--- config.mk ---
export PLATFORM = sky130hd
export DESIGN_NAME = unary_add_ctrl
export DESIGN_NICKNAME = d
export VERILOG_FILES = /design/src/rtl/unary_add_pkg.sv /design/src/rtl/unary_add_ctrl_stream_gen.sv /design/src/rtl/unary_add_ctrl.sv
export SDC_FILE = /design/constraint.sdc
export NUM_CORES = 1
export LEC_CHECK = 0
export ABC_AREA = 1
export BUFFER_PORTS_ARGS = -buffer_cell sky130_fd_sc_hd__buf_4
export CAP_MARGIN = 20
export CORE_ASPECT_RATIO = 0.5
export CORE_MARGIN = 3
export CORE_UTILIZATION = 40
export DETAILED_ROUTE_END_ITERATION = 8
export SYNTH_ARGS = -nofsm -noshare
export SYNTH_HDL_FRONTEND = slang
export SYNTH_SLANG_ARGS = --single-unit
--- constraint.sdc ---
create_clock -name clk -period 5.2 [get_ports clk]
set_input_delay 0.26 -clock clk [delete_from_list [all_inputs] [get_ports clk]]
set_output_delay 0.26 -clock clk [all_outputs]
set_load 0.02 [all_outputs]
--- src/rtl/unary_add_pkg.sv ---
// Shared types and constants for the unary adder controller.
// Holds the FSM state enum and the adder read/write phase encoding.
package unary_add_pkg;
    typedef enum logic [1:0] {IDLE, LOAD, DRAIN, DONE} state_t;
    localparam int UNARY_W = 8;
    localparam logic RW_READ = 1'b0;
    localparam logic RW_WRITE = 1'b1;
endpackage

--- src/rtl/unary_add_ctrl_stream_gen.sv ---
// Down-counter that emits one registered unary pulse per count.
// empty means no pulses remain after the one currently shown.
module unary_stream_gen #(
    parameter int WIDTH = 8
) (
    input  logic             clk,
    input  logic             rst_n,
    input  logic             load,
    input  logic             step,
    input  logic [WIDTH-1:0] val,
    output logic             pulse,
    output logic             empty
);
    logic [WIDTH-1:0] cnt;

    assign empty = (cnt == '0);

    always_ff @(posedge clk or negedge rst_n) begin
        if (!rst_n) begin
            cnt   <= '0;
            pulse <= 1'b0;
        end else if (load) begin
            pulse <= (val != '0);
            cnt   <= (val != '0) ? val - WIDTH'(1) : '0;
        end else if (step) begin
            pulse <= (cnt != '0);
            if (cnt != '0)
                cnt <= cnt - WIDTH'(1);
        end
    end
endmodule

--- src/rtl/unary_add_ctrl.sv ---
// Binary front/back end for the unary accumulator stage.
// Define UNARY_ADD_CTRL_SAT_EN to saturate res_sum on overflow.
module unary_add_ctrl
    import unary_add_pkg::*;
#(
    parameter int WIDTH = UNARY_W
) (
    input  logic             clk,
    input  logic             rst_n,
    input  logic             in_valid,
    output logic             in_ready,
    input  logic [WIDTH-1:0] op_a,
    input  logic [WIDTH-1:0] op_b,
    output logic             add_a,
    output logic             add_b,
    output logic             add_en,
    output logic             add_rw,
    input  logic             add_dout,
    input  logic             add_c,
    output logic             res_valid,
    input  logic             res_ready,
    output logic [WIDTH-1:0] res_sum,
    output logic             res_ovf
);
    state_t           state;
    state_t           state_nxt;
    logic             first;
    logic             ovf;
    logic [WIDTH-1:0] acc;
    logic [WIDTH-1:0] sum_out;
    logic             accept;
    logic             step;
    logic             a_empty;
    logic             b_empty;

    assign accept = (state == IDLE) && in_valid && in_ready;
    assign step   = (state == LOAD);

`ifdef UNARY_ADD_CTRL_SAT_EN
    assign sum_out = ovf ? '1 : acc;
`else
    assign sum_out = acc;
`endif

    unary_stream_gen #(.WIDTH(WIDTH)) u_gen_a (
        .clk   (clk),
        .rst_n (rst_n),
        .load  (accept),
        .step  (step),
        .val   (op_a),
        .pulse (add_a),
        .empty (a_empty)
    );

    unary_stream_gen #(.WIDTH(WIDTH)) u_gen_b (
        .clk   (clk),
        .rst_n (rst_n),
        .load  (accept),
        .step  (step),
        .val   (op_b),
        .pulse (add_b),
        .empty (b_empty)
    );

    always_comb begin
        state_nxt = state;
        unique case (state)
            IDLE: begin
                if (accept)
                    state_nxt = (op_a != '0 || op_b != '0) ? LOAD : DRAIN;
            end
            LOAD: begin
                if (a_empty && b_empty)
                    state_nxt = DRAIN;
            end
            // dout lags by one, so the first drain cycle carries no data
            DRAIN: begin
                if (!first && !add_dout)
                    state_nxt = DONE;
            end
            DONE: begin
                if (res_ready)
                    state_nxt = IDLE;
            end
            default: state_nxt = IDLE;
        endcase
    end

    always_ff @(posedge clk or negedge rst_n) begin
        if (!rst_n) begin
            state     <= IDLE;
            first     <= 1'b0;
            ovf       <= 1'b0;
            acc       <= '0;
            in_ready  <= 1'b1;
            add_en    <= 1'b0;
            add_rw    <= RW_READ;
            res_valid <= 1'b0;
            res_sum   <= '0;
            res_ovf   <= 1'b0;
        end else begin
            state     <= state_nxt;
            first     <= (state_nxt != state);
            in_ready  <= (state_nxt == IDLE);
            add_en    <= (state_nxt == LOAD) || (state_nxt == DRAIN);
            add_rw    <= (state_nxt == DRAIN) ? RW_WRITE : RW_READ;
            res_valid <= (state_nxt == DONE);
            if (accept) begin
                acc <= '0;
                ovf <= 1'b0;
            end
            if (state == LOAD && !first)
                ovf <= ovf | add_c;
            if (state == DRAIN) begin
                if (first)
                    ovf <= ovf | add_c;
                else if (add_dout)
                    acc <= acc + WIDTH'(1);
            end
            if (state == DRAIN && state_nxt == DONE) begin
                res_sum <= sum_out;
                res_ovf <= ovf;
            end
        end
    end
endmodule

## Word-level counts from Yosys, hierarchy flattened

Cells that the tools add are included.

| storage, ports and cells | value |
|---|---|
| register bits after elaboration | 43 |
| input port bits | 22 |
| output and inout port bits | 15 |

| cells by class | value |
|---|---|
| $add $sub $neg | 5 |
| equal/unequal tests | 7 |
| mux-type cells | 27 |
| bitwise gates (word level) | 1 |
| reduce and logical (&&, ||, !) cells | 23 |

Operator list:

| kind | count |
|---|---|
| $mux 8 | 12 |
| $reduce_bool 8->1 | 4 |
| $sub 8x1->8 const B | 4 |
| $logic_not 8->1 | 2 |
| $mux 2 | 5 |
| $mux 1 | 9 |
| $add 8x1->8 const B | 1 |
| $eq 2x2->1 const B | 4 |
| $pmux 2 s4 | 1 |
| $logic_and 1x1->1 | 6 |
| $reduce_bool 2->1 | 3 |
| $eq 2x1->1 const B | 2 |
| $logic_not 2->1 | 2 |
| $reduce_and 2->1 | 2 |
| $logic_not 1->1 | 2 |
| $logic_or 1x1->1 | 2 |
| $ne 2x2->1 | 1 |
| $or 1x1->1 | 1 |

## Logic depth before layout (Yosys ltp)

| logic depth | value |
|---|---|
| word-level depth | 7 |
| depth in mapped cells | 14 |

## Cells and area by module

From an unflattened synthesis, not the netlist that was laid out.

| unflattened totals | value |
|---|---|
| cell total of the unflattened synthesis | 411 |
| area total of the unflattened synthesis | 2907.8 um^2 |

By module, submodules not included:

| module | times used | cells an instance | area each (um^2) | sequential area each (um^2) |
|---|---|---|---|---|
| unary_stream_gen | 2 | 134 | 840.8 | 225.2 |
| unary_add_ctrl | 1 | 143 | 1226.2 | 626.9 |

## Worst setup path before layout

No wires, ideal clock.

| timing | value |
|---|---|
| path type | register to register |
| from | register in_ready |
| to | register res_sum[3] |
| data arrival time | 1888 ps |
| required time | 5072 ps |
| path slack | 3184 ps |
| cell stages (with the launch flop) | 13 |
| period minus slack after synthesis | 2016 ps |
| path through | dfstp_2 nand2_1 nor2_8 buf_4 nand2_1 nand2_1 nand2_1 inv_1 ha_1 nand2_1 buf_2 nand2_1 o21ai_0 |

| between the ends | value |
|---|---|
| cells in the longest elaborated chain, start to end | 5 |

Ends and longest elaborated chain:

| item | line | source |
|---|---|---|
| start, declared | unary_add_ctrl.sv:11 | `output logic in_ready,` |
| start signal, assigned | unary_add_ctrl.sv:104 | `in_ready <= (state_nxt == IDLE);` |
| $logic_and 1x1->1 | unary_add_ctrl.sv:36 | `assign accept = (state == IDLE) && in_valid && in_ready;` |
| $mux 2 | unary_add_ctrl.sv:69 | `if (accept)` |
| $pmux 2 s4 | unary_add_ctrl.sv:67 | `unique case (state)` |
| via state_nxt[0] | unary_add_ctrl.sv:26 | `state_t state_nxt;` |
| $eq 2x2->1 | unary_add_ctrl.sv:120 | `if (state == DRAIN && state_nxt == DONE) begin` |
| $logic_and 1x1->1 | unary_add_ctrl.sv:120 |  |
| end signal, assigned | unary_add_ctrl.sv:121 | `res_sum <= sum_out;` |
| end, declared | unary_add_ctrl.sv:22 | `output logic [WIDTH-1:0] res_sum,` |

The timed path passes the listed nets, and every way through them passes these cells.
A chain may end at the register's enable or synchronous reset.

## Final worst setup path

| timing | value |
|---|---|
| from | register u_gen_a.cnt[0] |
| to | register res_sum[2] |

| between the ends | value |
|---|---|
| cells in the longest elaborated chain, start to end | 6 |

Ends and longest elaborated chain:

| item | line | source |
|---|---|---|
| start, declared | unary_add_ctrl_stream_gen.sv:14 | `logic [WIDTH-1:0] cnt;` |
| start signal, assigned | unary_add_ctrl_stream_gen.sv:24 | `cnt <= (val != '0) ? val - WIDTH'(1) : '0;` |
| start signal, assigned | unary_add_ctrl_stream_gen.sv:28 | `cnt <= cnt - WIDTH'(1);` |
| $logic_not 8->1 | unary_add_ctrl_stream_gen.sv:16 | `assign empty = (cnt == '0);` |
| $logic_and 1x1->1 | unary_add_ctrl.sv:73 | `if (a_empty && b_empty)` |
| $mux 2 | unary_add_ctrl.sv:73 |  |
| $pmux 2 s4 | unary_add_ctrl.sv:67 |  |
| via state_nxt[0] | unary_add_ctrl.sv:26 |  |
| $eq 2x2->1 | unary_add_ctrl.sv:120 |  |
| $logic_and 1x1->1 | unary_add_ctrl.sv:120 |  |

The timed path passes the listed nets, and every way through them passes these cells.

==> impl_metrics.env <==
export IMPL_status="finished, final reports clean"
export IMPL_holdBufCountCts=1
export IMPL_synth_top_family_by_area="simple AND/OR/NAND/NOR gates"
export IMPL_drt_first_pass_iters=4
export IMPL_grt_max_degree=44
export IMPL_crit_type="register to register"
export IMPL_vias=2479
export IMPL_rsz0062_at_grt="no"
export IMPL_cp_data_required_time_ps=5370
export IMPL_crit_path_max_incr_delay_ps=390
export IMPL_synth_edf_count=0
export IMPL_cellPowerDensity_mw_per_mm2=519
export IMPL_start_util_pct=43.5
export IMPL_path_cells="inv_1 -> ha_1 -> nand3_1 -> nor2_2 -> nand2_1 -> nand2_1 -> nand2_1 -> nand2_1 -> inv_1 -> ha_1 -> nand2_1 -> mux2_2"
export IMPL_path_depth=12
export IMPL_syn_cell_area_mm2=0.00279
export IMPL_grt_pass1_vias=2358
export IMPL_fmax_mhz=415
export IMPL_fin_crit_ps=2410
export IMPL_tritoncts="done"
export IMPL_clkTransAtPathRegs_ps=60
export IMPL_stdcell_area_mm2=0.00332
export IMPL_post_cts_resize_count=0
export IMPL_clock_sinks=43
export IMPL_synth_xor_area_share_pct=2.20
export IMPL_num_antenna_cells=0
export IMPL_grt_pass1_wl_um=10600
export IMPL_cts_buffers=5
export IMPL_cts_htree_levels=2
export IMPL_seqCellArea_mm2=0.00108
export IMPL_synth_simple_area_share_pct=34.6
export IMPL_peakVddDrop_v=0.000193
export IMPL_crit_end="res_sum[2]"
export IMPL_cp_buffers_inverters=2
export IMPL_synth_warning_count=0
export IMPL_drtIter0Drc=151
export IMPL_maxSlewViolCount=0
export IMPL_min_delay_path_depth=3
export IMPL_grt_antenna_before_repair=0
export IMPL_drive_gt1_share_pct=17.4
export IMPL_final_core_util_pct=51.9
export IMPL_tightest_slew_ps=565
export IMPL_synth_ff_type="dfrtp_1"
export IMPL_cp_startpoint="u_gen_a.cnt[0]"
export IMPL_fin_tns_setup_ps=0
export IMPL_timing_final_crit_share_pct=46.3
export IMPL_start_kind="register"
export IMPL_crit_path_max_fanout=15
export IMPL_synth_compound_area_share_pct=9.74
export IMPL_seq_area_frac_synth_pct=38.6
export IMPL_synthArstFlopShare_pct=100
export IMPL_pin_count=37
export IMPL_synthAdderAreaFrac_pct=5.39
export IMPL_synth_nets=408
export IMPL_r2r_slack_ps=2790
export IMPL_cts_root_buf="clkbuf_16"
export IMPL_grt_overflow_total=0
export IMPL_n_fill_cell=643
export IMPL_multi_input_comb_area_mm2=0.00148
export IMPL_synth_top_area_share_pct=37.7
export IMPL_final_cell_count_no_fill=502
export IMPL_dieHeight_um=65.0
export IMPL_cts_buffer_depth=2
export IMPL_min_path_type="input pin to register"
export IMPL_synth_area_leaders="dfrtp_1, nand2_1, nand3_1"
export IMPL_gp_congestion=0.847
export IMPL_crit_top_cell="nand2_1"
export IMPL_core_area_mm2=0.00641
export IMPL_wire_per_inst_um=12.4
export IMPL_synth_cell_types=33
export IMPL_leakagePower_uw=0.00167
export IMPL_post_cts_buffers=0
export IMPL_syn_area_per_cell_um2=7.45
export IMPL_wl_um=6230
export IMPL_muxShareOfSynthArea_pct=1.21
export IMPL_dieArea_mm2=0.00807
export IMPL_syn_instance_count=374
export IMPL_whs_ps=255
export IMPL_area_growth_pct=19.3
export IMPL_hold_viol_final=0
export IMPL_slew_headroom_pct=62.3
export IMPL_rows=20
export IMPL_clk_latency_ps=290
export IMPL_cap_violations=0
export IMPL_worstSetupEndpointType="register"
export IMPL_critPathArrivalTime_ps=2580
export IMPL_dpl_hpwl_um=4710
export IMPL_globalRouteTotalUtil_pct=16.8
export IMPL_place_area_mm2=0.00313
export IMPL_ys_ff_latch=43
export IMPL_post_synth_top_area_cell="dfrtp_1"
export IMPL_cp_slowest_cell="mux2_2"
export IMPL_post_route_drc_count=0
export IMPL_dieWidth_um=124
export IMPL_dp_cells=493
export IMPL_r2r_end="res_sum[2]"
export IMPL_r2r_start="u_gen_a.cnt[0]"
export IMPL_skew_ps=7.18
export IMPL_crit_family="simple AND/OR/NAND/NOR gates"
export IMPL_ff2ff_path_depth=12
export IMPL_numPortBuffers=36
export IMPL_setup_viol=0
export IMPL_finish_net_count=447
export IMPL_viasPerCell=4.94
export IMPL_ant_nets=0
[where the power goes]
group | switching (uW) | internal, uW
clock network | 131 | 275
logic | 483 | 278
registers | 94.3 | 463
[cells in the final DEF (no fill, tap or decap), types with 2 or more instances in the layout]
master | Yosys | routed
o211ai_1 | 4 | 4
o21bai_1 | 3 | 3
inv_2 | 5 | 5
inv_1 | 42 | 42
o31ai_1 | 2 | 2
ha_1 | 12 | 12
bufinv_16 | 0 | 2
nand4_1 | 2 | 2
nor2_2 | 5 | 5
mux2_2 | 3 | 3
nand2_2 | 2 | 2
xor2_1 | 6 | 6
nand2_1 | 99 | 99
nand2_4 | 2 | 2
dfrtp_1 | 42 | 42
nor2_4 | 4 | 4
o21ai_1 | 12 | 12
nor2_8 | 3 | 3
a21oi_1 | 7 | 7
nor2_1 | 46 | 46
clkbuf_16 | 0 | 5
nor3_1 | 2 | 2
nand3_1 | 41 | 41
o21ai_0 | 17 | 17
buf_4 | 2 | 36
[cells in the mapped netlist, types with 5 or more instances]
cell and n:
xor2_1 6, o21ai_1 12, nand2_1 99, inv_1 42, nor2_2 5, a21oi_1 7, ha_1 12, nor2_1 46
dfrtp_1 42, nand3_1 41, o21ai_0 17, inv_2 5
[worst reg2reg max path, stage by stage, from the launching register on]
cell and delay (ps):
dfrtp_1 380, inv_1 140, ha_1 180, nand3_1 110, nor2_2 180, nand2_1 70, nand2_1 60, nand2_1 60
nand2_1 110, inv_1 70, ha_1 190, nand2_1 370, mux2_2 390
[flip-flops by register name, summed over array words and instances, names as in the netlist]
signal and flops:
u_gen_b.cnt 8, state 2, res_valid 1, add_rw 1, res_sum 8, acc 8, in_ready 1, u_gen_b.pulse 1
ovf 1, first 1, add_en 1, res_ovf 1, u_gen_a.cnt 8, u_gen_a.pulse 1
[worst min path at each step]
| stage | end | from |
|---|---|---|
| after floorplan | acc[0] | rst_n |
| after global placement | res_sum[4] | rst_n |
| after detailed placement | res_sum[4] | rst_n |
| after CTS | first | res_ready |
| after global routing | first | res_ready |
| final | first | res_ready |
[metrics by stage]
stage / setup slack (ps) / total power [uW]
floorplan: 3180 / 1120
global placement: 2740 / 1300
detailed placement: 2670 / 1320
CTS: 2770 / 1740
global route: 2580 / 1870
finish: 2790 / 1720
[cells by family (layout without fill, tap and decap cells)]
family / after synthesis / count (layout)
adders and majority gates: 12 / 12
muxes: 3 / 3
AOI/OAI and AO/OA: 48 / 48
DFF: 43 / 43
xor gates and xnor gates: 7 / 7
buffers and inverters: 53 / 93
and+or+nand+nor: 208 / 208
[cell type report]
type                    instances  share of cell area, %
inverters                      48                   5.57
repair buffers                 37                   8.43
multi-input cells             278                   44.6
clock buffers                   6                   3.88
well taps                      88                   3.31
flip-flops and latches         43                   32.4
clock inverters                 2                   1.81
[per-layer routing]
metal	up-vias	global-route usage [%]	wire [um]
met3	9	4.18	316
met2	58	25.4	2610
met4	0	6.14	96
met1	1134	23.3	3210
li1	1278	-	-
met5	-	0	0
No activity file was read; power rests on OpenSTA's default activity.
